### src/rtl/cgia_bus_arbiter_if.sv
// Bus bundle between the VID fetcher / CPU bridge, the arbiter and the video-RAM slave.
// master: requesters and slave model side; slave: the arbiter's view.
interface cgia_bus_arbiter_if;
    logic        vid_cyc_i;
    logic        vid_stb_i;
    logic [23:1] vid_adr_i;
    logic        vid_ack_o;
    logic        vid_err_o;
    logic        cpu_cyc_i;
    logic        cpu_stb_i;
    logic        cpu_we_i;
    logic [1:0]  cpu_sel_i;
    logic [23:1] cpu_adr_i;
    logic [15:0] cpu_dat_i;
    logic        cpu_ack_o;
    logic        cpu_err_o;
    logic [15:0] dat_o;
    logic [23:1] adr_o;
    logic [15:0] mdat_o;
    logic        we_o;
    logic [1:0]  sel_o;
    logic        cyc_o;
    logic        stb_o;
    logic        ack_i;
    logic [15:0] dat_i;
    logic [1:0]  gnt_o;

    modport master (
        output vid_cyc_i, vid_stb_i, vid_adr_i,
        output cpu_cyc_i, cpu_stb_i, cpu_we_i, cpu_sel_i, cpu_adr_i, cpu_dat_i,
        output ack_i, dat_i,
        input  vid_ack_o, vid_err_o, cpu_ack_o, cpu_err_o,
        input  dat_o, adr_o, mdat_o, we_o, sel_o, cyc_o, stb_o, gnt_o
    );

    modport slave (
        input  vid_cyc_i, vid_stb_i, vid_adr_i,
        input  cpu_cyc_i, cpu_stb_i, cpu_we_i, cpu_sel_i, cpu_adr_i, cpu_dat_i,
        input  ack_i, dat_i,
        output vid_ack_o, vid_err_o, cpu_ack_o, cpu_err_o,
        output dat_o, adr_o, mdat_o, we_o, sel_o, cyc_o, stb_o, gnt_o
    );
endinterface

### src/rtl/cgia_bus_arbiter.sv
// Video-RAM port arbiter: VID priority, CPU starvation bound, registered grant, gnt-gated mux.
// Optional slave-hang abort enabled by defining ARB_TIMEOUT_EN.
module cgia_bus_arbiter #(
    parameter int CPU_STARVE_MAX = 64,
    parameter int TIMEOUT_CYCLES = 255
) (
    input  logic               clk_i,
    input  logic               reset_ni,
    cgia_bus_arbiter_if.slave  bus
);
    typedef enum logic [1:0] {IDLE = 2'b00, VID = 2'b01, CPU = 2'b10} state_t;

    localparam int SW = $clog2(CPU_STARVE_MAX + 1);

    state_t        state;
    logic [SW-1:0] starve_cnt;
    logic          starved;
    logic          vid_own, cpu_own;
    logic          cyc, stb;
    logic          tmo_hit, blk_vid, blk_cpu;
    logic          vid_req, cpu_req;

    assign starved = (starve_cnt >= SW'(CPU_STARVE_MAX));
    assign vid_own = (state == VID);
    assign cpu_own = (state == CPU);

    // Everything toward the slave is gated by the grant, so reset silences the bus at once.
    assign cyc = (vid_own & bus.vid_cyc_i) | (cpu_own & bus.cpu_cyc_i);
    assign stb = (vid_own & bus.vid_cyc_i & bus.vid_stb_i) |
                 (cpu_own & bus.cpu_cyc_i & bus.cpu_stb_i);

    assign bus.gnt_o  = state;
    assign bus.cyc_o  = cyc;
    assign bus.stb_o  = stb;
    assign bus.adr_o  = ({23{vid_own}} & bus.vid_adr_i) | ({23{cpu_own}} & bus.cpu_adr_i);
    assign bus.mdat_o = {16{cpu_own}} & bus.cpu_dat_i;
    assign bus.we_o   = cpu_own & bus.cpu_we_i;
    assign bus.sel_o  = vid_own ? 2'b11 : (cpu_own ? bus.cpu_sel_i : 2'b00);
    assign bus.dat_o  = bus.dat_i;

    // An ack arriving after the owner dropped cyc/stb is discarded.
    assign bus.vid_ack_o = bus.ack_i & stb & vid_own;
    assign bus.cpu_ack_o = bus.ack_i & stb & cpu_own;

`ifdef ARB_TIMEOUT_EN
    localparam int TW = $clog2(TIMEOUT_CYCLES + 1);
    logic [TW-1:0] tmo_cnt;

    assign tmo_hit       = stb & ~bus.ack_i & (tmo_cnt == TW'(TIMEOUT_CYCLES - 1));
    assign bus.vid_err_o = tmo_hit & vid_own;
    assign bus.cpu_err_o = tmo_hit & cpu_own;

    // An aborted owner stays locked out until it drops cyc.
    always_ff @(posedge clk_i or negedge reset_ni) begin
        if (!reset_ni) begin
            tmo_cnt <= '0;
            blk_vid <= 1'b0;
            blk_cpu <= 1'b0;
        end else begin
            tmo_cnt <= (stb & ~bus.ack_i & ~tmo_hit) ? tmo_cnt + 1'b1 : '0;
            blk_vid <= (tmo_hit & vid_own) | (blk_vid & bus.vid_cyc_i);
            blk_cpu <= (tmo_hit & cpu_own) | (blk_cpu & bus.cpu_cyc_i);
        end
    end
`else
    logic unused_tmo;
    assign unused_tmo    = |TIMEOUT_CYCLES;
    assign tmo_hit       = 1'b0;
    assign blk_vid       = 1'b0;
    assign blk_cpu       = 1'b0;
    assign bus.vid_err_o = 1'b0;
    assign bus.cpu_err_o = 1'b0;
`endif

    assign vid_req = bus.vid_cyc_i & ~blk_vid;
    assign cpu_req = bus.cpu_cyc_i & ~blk_cpu;

    always_ff @(posedge clk_i or negedge reset_ni) begin
        if (!reset_ni) begin
            state      <= IDLE;
            starve_cnt <= '0;
        end else begin
            if (!bus.cpu_cyc_i || state == CPU) starve_cnt <= '0;
            else if (!starved)                  starve_cnt <= starve_cnt + 1'b1;

            if (tmo_hit) state <= IDLE;
            else begin
                case (state)
                    IDLE: begin
                        if (vid_req && !(cpu_req && starved)) state <= VID;
                        else if (cpu_req)                     state <= CPU;
                    end
                    // Preemption lands on an ack so VID never loses a transfer in flight.
                    VID: if (!bus.vid_cyc_i || (starved && bus.ack_i)) state <= IDLE;
                    CPU: if (!bus.cpu_cyc_i) state <= IDLE;
                    default: state <= IDLE;
                endcase
            end
        end
    end
endmodule

### src/flat_wrapper.sv
// flat-port wrapper written by rule: the top's interface ports become plain ports
module cgia_bus_arbiter_flat 
#(
    parameter int CPU_STARVE_MAX = 64,
    parameter int TIMEOUT_CYCLES = 255
)
  (clk_i, reset_ni, bus_vid_cyc_i, bus_vid_stb_i, bus_vid_adr_i, bus_cpu_cyc_i, bus_cpu_stb_i, bus_cpu_we_i, bus_cpu_sel_i, bus_cpu_adr_i, bus_cpu_dat_i, bus_ack_i, bus_dat_i, bus_vid_ack_o, bus_vid_err_o, bus_cpu_ack_o, bus_cpu_err_o, bus_dat_o, bus_adr_o, bus_mdat_o, bus_we_o, bus_sel_o, bus_cyc_o, bus_stb_o, bus_gnt_o);
  cgia_bus_arbiter_if bus_i ();
  input  logic clk_i;
  input  logic reset_ni;
  input wire logic [$bits(bus_i.vid_cyc_i)-1:0] bus_vid_cyc_i;
  input wire logic [$bits(bus_i.vid_stb_i)-1:0] bus_vid_stb_i;
  input wire logic [$bits(bus_i.vid_adr_i)-1:0] bus_vid_adr_i;
  input wire logic [$bits(bus_i.cpu_cyc_i)-1:0] bus_cpu_cyc_i;
  input wire logic [$bits(bus_i.cpu_stb_i)-1:0] bus_cpu_stb_i;
  input wire logic [$bits(bus_i.cpu_we_i)-1:0] bus_cpu_we_i;
  input wire logic [$bits(bus_i.cpu_sel_i)-1:0] bus_cpu_sel_i;
  input wire logic [$bits(bus_i.cpu_adr_i)-1:0] bus_cpu_adr_i;
  input wire logic [$bits(bus_i.cpu_dat_i)-1:0] bus_cpu_dat_i;
  input wire logic [$bits(bus_i.ack_i)-1:0] bus_ack_i;
  input wire logic [$bits(bus_i.dat_i)-1:0] bus_dat_i;
  output wire logic [$bits(bus_i.vid_ack_o)-1:0] bus_vid_ack_o;
  output wire logic [$bits(bus_i.vid_err_o)-1:0] bus_vid_err_o;
  output wire logic [$bits(bus_i.cpu_ack_o)-1:0] bus_cpu_ack_o;
  output wire logic [$bits(bus_i.cpu_err_o)-1:0] bus_cpu_err_o;
  output wire logic [$bits(bus_i.dat_o)-1:0] bus_dat_o;
  output wire logic [$bits(bus_i.adr_o)-1:0] bus_adr_o;
  output wire logic [$bits(bus_i.mdat_o)-1:0] bus_mdat_o;
  output wire logic [$bits(bus_i.we_o)-1:0] bus_we_o;
  output wire logic [$bits(bus_i.sel_o)-1:0] bus_sel_o;
  output wire logic [$bits(bus_i.cyc_o)-1:0] bus_cyc_o;
  output wire logic [$bits(bus_i.stb_o)-1:0] bus_stb_o;
  output wire logic [$bits(bus_i.gnt_o)-1:0] bus_gnt_o;
  assign bus_i.vid_cyc_i = bus_vid_cyc_i;
  assign bus_i.vid_stb_i = bus_vid_stb_i;
  assign bus_i.vid_adr_i = bus_vid_adr_i;
  assign bus_i.cpu_cyc_i = bus_cpu_cyc_i;
  assign bus_i.cpu_stb_i = bus_cpu_stb_i;
  assign bus_i.cpu_we_i = bus_cpu_we_i;
  assign bus_i.cpu_sel_i = bus_cpu_sel_i;
  assign bus_i.cpu_adr_i = bus_cpu_adr_i;
  assign bus_i.cpu_dat_i = bus_cpu_dat_i;
  assign bus_i.ack_i = bus_ack_i;
  assign bus_i.dat_i = bus_dat_i;
  assign bus_vid_ack_o = bus_i.vid_ack_o;
  assign bus_vid_err_o = bus_i.vid_err_o;
  assign bus_cpu_ack_o = bus_i.cpu_ack_o;
  assign bus_cpu_err_o = bus_i.cpu_err_o;
  assign bus_dat_o = bus_i.dat_o;
  assign bus_adr_o = bus_i.adr_o;
  assign bus_mdat_o = bus_i.mdat_o;
  assign bus_we_o = bus_i.we_o;
  assign bus_sel_o = bus_i.sel_o;
  assign bus_cyc_o = bus_i.cyc_o;
  assign bus_stb_o = bus_i.stb_o;
  assign bus_gnt_o = bus_i.gnt_o;
  cgia_bus_arbiter #(.CPU_STARVE_MAX(CPU_STARVE_MAX), .TIMEOUT_CYCLES(TIMEOUT_CYCLES)) u_core (.clk_i(clk_i), .reset_ni(reset_ni), .bus(bus_i));
endmodule
### config.mk
export PLATFORM = sky130hd
export DESIGN_NAME = cgia_bus_arbiter_flat
export DESIGN_NICKNAME = d
export VERILOG_FILES = /design/src/rtl/cgia_bus_arbiter_if.sv /design/src/rtl/cgia_bus_arbiter.sv /design/src/flat_wrapper.sv
export SDC_FILE = /design/constraint.sdc
export NUM_CORES = 1
export LEC_CHECK = 0
export ABC_AREA = 1
export CAP_MARGIN = 10
export CELL_PAD_IN_SITES_DETAIL_PLACEMENT = 0
export CELL_PAD_IN_SITES_GLOBAL_PLACEMENT = 2
export CORE_MARGIN = 3
export CORE_UTILIZATION = 10
export CTS_CLUSTER_DIAMETER = 40
export DETAILED_ROUTE_END_ITERATION = 16
export MAX_ROUTING_LAYER = met4
export PLACE_DENSITY_LB_ADDON = 0.1
export SLEW_MARGIN = 20
export SYNTH_ARGS = -nofsm -noshare
export SYNTH_HDL_FRONTEND = slang
export SYNTH_SLANG_ARGS = --single-unit
### constraint.sdc
create_clock -name clk_i -period 1.6 [get_ports clk_i]
set_input_delay 0.16 -clock clk_i [delete_from_list [all_inputs] [get_ports clk_i]]
set_output_delay 0.16 -clock clk_i [all_outputs]
set_load 0.02 [all_outputs]
Word level (Yosys, flattened, before mapping)
Cells that the tools add are included.
{"block": "classes", "n_addsub": 1, "eq_ne": 6, "n_mux": 9, "n_lt_le_gt_ge": 1, "reduce_logical": 10, "bitwise": 14}
{"op": "bitwise AND 23 bit", "n": 2}
{"op": "bitwise OR 23 bit", "n": 1}
{"op": "bitwise AND 16 bit", "n": 1}
{"op": "two-way mux 7 bit", "n": 2}
{"op": "two-way mux 2 bit", "n": 6}
{"op": "bitwise AND 1 bit", "n": 8}
{"op": "adder 7 x 1 -> 7 bit (second input constant)", "n": 1}
{"op": ">= comparator 7 bit (second input constant)", "n": 1}
{"op": "inequality test 2 bit (second input constant)", "n": 3}
{"op": "one-hot mux 2 bit (3 select lines)", "n": 1}
{"op": "logical AND 1 bit", "n": 3}
{"op": "logical NOT 1 bit", "n": 3}
{"op": "inequality test 3 x 2 -> 1 bit (second input constant)", "n": 1}
{"op": "AND reduction 3 bit", "n": 1}
{"op": "== test 2 x 1 -> 1 bit (second input constant)", "n": 1}
{"op": "== test 2 bit (second input constant)", "n": 1}
{"op": "logical NOT 2 bit", "n": 1}
{"op": "logical OR 1 bit", "n": 2}
{"op": "bitwise OR 1 bit", "n": 2}
{"block": "word_totals", "output_inout_bits": 66, "in_bits": 88, "register_bits": 9, "word_cells": 43}

Depth between registers and ports, before layout
{"block": "logic_depth", "word_depth": 6, "mapped_depth": 7}

Least setup slack after synthesis
OpenSTA, ideal clock, no wires.
{"block": "synth_path", "path_kind": "register to output", "start": "reg u_core.state[0] (netlist: u_core.bus.gnt_o[0])", "end": "out bus_cpu_ack_o", "path_stages_with_launch": 7, "arrival_time_ns": 1.481, "setup_slack_ns": -0.041, "t_required_ns": 1.440, "cell_sequence": "dfrtp_1 inv_1 nor2_4 nand3_1 nand2_1 nand2_1 nor2_1"}
{"block": "synth_via", "elab_chain_cells": 6}
{"element": "from (decl)", "line_no": "cgia_bus_arbiter.sv:15", "text": "state_t state;"}
{"element": "from (signal assigned)", "line_no": "cgia_bus_arbiter.sv:80", "text": "state <= IDLE;"}
{"element": "from (signal assigned)", "line_no": "cgia_bus_arbiter.sv:86", "text": "if (tmo_hit) state <= IDLE;"}
{"element": "from (signal assigned)", "line_no": "cgia_bus_arbiter.sv:90", "text": "if (vid_req && !(cpu_req && starved)) state <= VID;"}
{"element": "== test 2 x 1 -> 1 bit / == test 2 bit (equally long branches)", "line_no": "cgia_bus_arbiter.sv:24, cgia_bus_arbiter.sv:25"}
{"element": "bitwise AND 1 bit, on equally long branches (2 in a row)", "line_no": "cgia_bus_arbiter.sv:29, cgia_bus_arbiter.sv:30"}
{"element": "bitwise OR 1 bit *", "line_no": "cgia_bus_arbiter.sv:29", "text": "assign stb = (vid_own & bus.vid_cyc_i & bus.vid_stb_i) |"}
{"element": "via bus_stb_o", "line_no": "flat_wrapper.sv:32", "text": "output wire logic [$bits(bus_i.stb_o)-1:0] bus_stb_o;"}
{"element": "bitwise AND 1 bit * (2 in a row)", "line_no": "cgia_bus_arbiter.sv:43", "text": "assign bus.cpu_ack_o = bus.ack_i & stb & cpu_own;"}
{"element": "to (decl)", "line_no": "flat_wrapper.sv:24", "text": "output wire logic [$bits(bus_i.cpu_ack_o)-1:0] bus_cpu_ack_o;"}
Mark *: on every way through the listed nets, which the timed path passes. The rest lies on a longest branch.

Final worst setup path
{"block": "layout_path", "start": "reg u_core.state[1] (netlist: u_core.bus.gnt_o[1])", "end": "out bus_adr_o[2]"}
{"block": "layout_via", "elab_chain_cells": 3}
{"element": "== test 2 x 1 -> 1 bit / == test 2 bit (equally long branches)", "line_no": "cgia_bus_arbiter.sv:24, cgia_bus_arbiter.sv:25"}
{"element": "bitwise AND 23 bit", "line_no": "cgia_bus_arbiter.sv:35", "text": "assign bus.adr_o = ({23{vid_own}} & bus.vid_adr_i) | ({23{cpu_own}} & bus.cpu_adr_i);"}
{"element": "bitwise OR 23 bit *", "line_no": "cgia_bus_arbiter.sv:35"}
{"element": "to (decl)", "line_no": "flat_wrapper.sv:27", "text": "output wire logic [$bits(bus_i.adr_o)-1:0] bus_adr_o;"}
Mark *: on every way between the ends. The rest lies on a longest branch, timed or not.

==> flow_metrics.env <==
export IMPL_area_growth_synth_to_final_pct=128
export IMPL_setup_viol=0
export IMPL_synth_distinct_cells=18
export IMPL_powerDensity_mw_per_mm2=1060
export IMPL_synth_largest_area_cell="sky130_fd_sc_hd__dfrtp_1"
export IMPL_yosys_cell_count_top_type="sky130_fd_sc_hd__inv_1"
export IMPL_finalNetCount=376
export IMPL_postRouteWirelength_mm=5.32
export IMPL_ctsHoldBuffers=0
export IMPL_grt_first_pass_wirelength_mm=7.65
export IMPL_synth_cell_area_sq_mm=0.00105
export IMPL_drt_pass1_iter_count=4
export IMPL_floorplan_rows=36
export IMPL_fmax_mhz=628
export IMPL_antenna_found_initial=0
export IMPL_synth_seq_area_share=0.215
export IMPL_skew_ns=0.000601
export IMPL_path_clk_slew_ns=0.05
export IMPL_drive_above_1_share=0.280
export IMPL_postLayoutCoreUtil=0.239
export IMPL_grt_use_total=0.0848
export IMPL_run_status="finished clean"
export IMPL_startpoint_type_of_the_worst_setup_path="register"
export IMPL_min_path_type="input port to asynchronous set/reset pin"
export IMPL_first_global_vias=1423
export IMPL_placement_setup_worst_slack_ns=-0.210
export IMPL_insertedDiodeCount=0
export IMPL_initial_cell_density_of_the_core=0.105
export IMPL_final_max_slew_viol_count=0
export IMPL_cts_root_buf="sky130_fd_sc_hd__clkbuf_8"
export IMPL_place_port_buffers=119
export IMPL_required_ns=1.44
export IMPL_max_cap_violations=0
export IMPL_synth_edf_count=0
export IMPL_postSynthCellCount=162
export IMPL_via_count_of_the_routed_design=1478
export IMPL_floorplan_die_area_sq_mm=0.0118
export IMPL_cts_htree_levels=1
export IMPL_core_region_area_sq_mm=0.0100
export IMPL_synth_largest_type_area_fraction=0.215
export IMPL_number_of_warnings_issued_by_yosys=0
export IMPL_avgViaCountPerCell=3.53
export IMPL_route_detailed_drc=0
export IMPL_drt_first_iter_violations=37
export IMPL_cts_buffers=3
export IMPL_top_level_ports=154
export IMPL_leakagePower_nw=1.25
export IMPL_synthTopCellsByArea="sky130_fd_sc_hd__dfrtp_1 21%, sky130_fd_sc_hd__a22o_1 19%, sky130_fd_sc_hd__buf_4 15%"
export IMPL_antenna_left=0
export IMPL_instances_no_fill=419
export IMPL_setup_slack_ns=0.00781
export IMPL_clk_insertion_delay_late_ns=0.23
export IMPL_placed_cells=410
export IMPL_synth_common_cells="30 x sky130_fd_sc_hd__inv_1, 29 x sky130_fd_sc_hd__nor2_1, 26 x sky130_fd_sc_hd__nand2_1, 23 x sky130_fd_sc_hd__a22o_1, 21 x sky130_fd_sc_hd__buf_4"
export IMPL_synth_async_reset_ratio=1.00
export IMPL_crit_type="register to output pin"
export IMPL_die_width_um=108
export IMPL_post_route_period_util=0.995
export IMPL_finalWorstPathRequiredPeriod_ns=1.59
export IMPL_end_kind="output pin"
export IMPL_global_route_overflow_total=0
export IMPL_maximum_number_of_pins_on_one_net_before_global_route_repair=19
export IMPL_timing_hold_violations_final=0
export IMPL_worst_ir_drop_vdd_mv=0.317
export IMPL_grt_setup_unrepaired="true"
export IMPL_clk_path_buf_depth=2
export IMPL_ys_seq_elements=9
export IMPL_place_gp_congestion=0.695
export IMPL_die_height_um=108
export IMPL_avgRoutedWirePerCell_um=12.7
export IMPL_cts_num_sinks=9
export IMPL_detailedPlacementHpwl_mm=4.45
export IMPL_cts_tree="done"
export IMPL_syn_avg_cell_area_sq_um=6.48
export IMPL_dominantRegCellSynth="sky130_fd_sc_hd__dfrtp_1"
export IMPL_critPathArrivalTime_ns=1.43
export IMPL_cp_max_fo=7
worst paths after layout:
path	from	end	slack, ns	depth (start not counted)
max	u_core.bus.gnt_o[1]$_DFFE_PN0P_	bus_adr_o[2]	0.008	6
min	reset_ni	u_core.starve_cnt[2]$_DFFE_PN0P_	0.25	1
max reg2reg	u_core.bus.gnt_o[1]$_DFFE_PN0P_	u_core.starve_cnt[0]$_DFFE_PN0P_	0.14	9
min reg2reg	u_core.starve_cnt[2]$_DFFE_PN0P_	u_core.starve_cnt[2]$_DFFE_PN0P_	0.54	2
max in group asynchronous	reset_ni	u_core.starve_cnt[0]$_DFFE_PN0P_	1.04	1
min in group clk_i	bus_dat_i[10]	bus_dat_o[10]	0.32	0
cell usage in the layout (no fill, tap or decap):
master,Yosys,layout
sky130_fd_sc_hd__nand2_1,26,23
sky130_fd_sc_hd__inv_1,30,29
sky130_fd_sc_hd__buf_2,1,23
sky130_fd_sc_hd__and2_1,1,1
sky130_fd_sc_hd__dlygate4sd2_1,0,1
sky130_fd_sc_hd__dfrtp_1,9,9
sky130_fd_sc_hd__nor2_1,29,29
sky130_fd_sc_hd__clkbuf_8,0,3
sky130_fd_sc_hd__buf_6,1,25
sky130_fd_sc_hd__a22o_1,23,23
sky130_fd_sc_hd__clkdlybuf4s50_1,0,71
sky130_fd_sc_hd__conb_1,1,2
sky130_fd_sc_hd__nor3_1,1,1
sky130_fd_sc_hd__nand3_1,9,8
sky130_fd_sc_hd__ha_1,1,1
sky130_fd_sc_hd__o21ai_0,1,1
sky130_fd_sc_hd__inv_2,2,2
sky130_fd_sc_hd__buf_4,21,20
sky130_fd_sc_hd__nand2_2,0,3
sky130_fd_sc_hd__clkbuf_1,0,1
sky130_fd_sc_hd__clkdlybuf4s15_1,0,1
sky130_fd_sc_hd__inv_4,0,1
sky130_fd_sc_hd__a21oi_1,3,3
sky130_fd_sc_hd__nor2_4,2,2
sky130_fd_sc_hd__nand3_2,0,1
sky130_fd_sc_hd__o31ai_1,1,1
sky130_fd_sc_hd__dlymetal6s2s_1,0,1
flip-flops by register name, indices dropped and copies added, names as in the netlist:
signal / count
u_core.bus.gnt_o: 2
u_core.starve_cnt: 7
per-layer routing:
layer | GRT usage | wire (um) | vias up
met4 | 0.0307 | 123 | 0
met2 | 0.146 | 2560 | 80
met3 | 0.0287 | 601 | 16
met1 | 0.0907 | 2030 | 639
met5 | - | 0 | -
li1 | - | - | 743
area by class of cell:
| type | instances | area [sq um] |
|---|---|---|
| fill | 1134 | 7600 |
| clock buffer | 4 | 45.0 |
| multi-input combinational | 99 | 547 |
| tap | 133 | 166 |
| timing repair buffer | 142 | 1290 |
| inverter | 32 | 123 |
| sequential | 9 | 225 |
logic make-up after synthesis:
kind of cell | synth area share
other cells | 0.00357
simple gates | 0.272
fa+ha+maj | 0.0119
flops | 0.215
compound gates | 0.218
buf+inv | 0.280
power by group:
part	internal (mW)	switching (mW)	total [mW]
Clock	0.174	0.0984	0.273
Combinational	0.975	0.982	1.96
Sequential	0.259	0.0381	0.297
Total	1.41	1.12	2.53
through the flow:
stage	setup TNS (ns)	hold WS, ns	instance area (sq um)	power, mW
4_1_cts	-0.161	0.260	2380	2.45
2_1_floorplan	-0.0817	-0.136	1050	1.27
3_5_place_dp	-7.83	0.320	2370	2.24
3_3_place_gp	-7.44	0.320	2370	2.29
5_1_grt	-0.616	0.273	2390	2.71
6_report	0	0.246	2390	2.53
worst max-delay path, cell delays in order, from the launching register on:
cell	delay (ns)
sky130_fd_sc_hd__dfrtp_1	0.42
sky130_fd_sc_hd__inv_2	0.10
sky130_fd_sc_hd__nor2_4	0.05
sky130_fd_sc_hd__buf_6	0.12
sky130_fd_sc_hd__buf_6	0.12
sky130_fd_sc_hd__a22o_1	0.24
sky130_fd_sc_hd__buf_6	0.14
repair_timing:
action                                  4_1_cts  5_1_grt
buffers inserted                              6        1
pin swaps                                     1        7
gates resized for setup                     187       52
gates cloned                                  1        0
endpoints found under the setup margin       47       41
endpoints found under the hold margin         0        0
(Power assumes the default switching activity.)
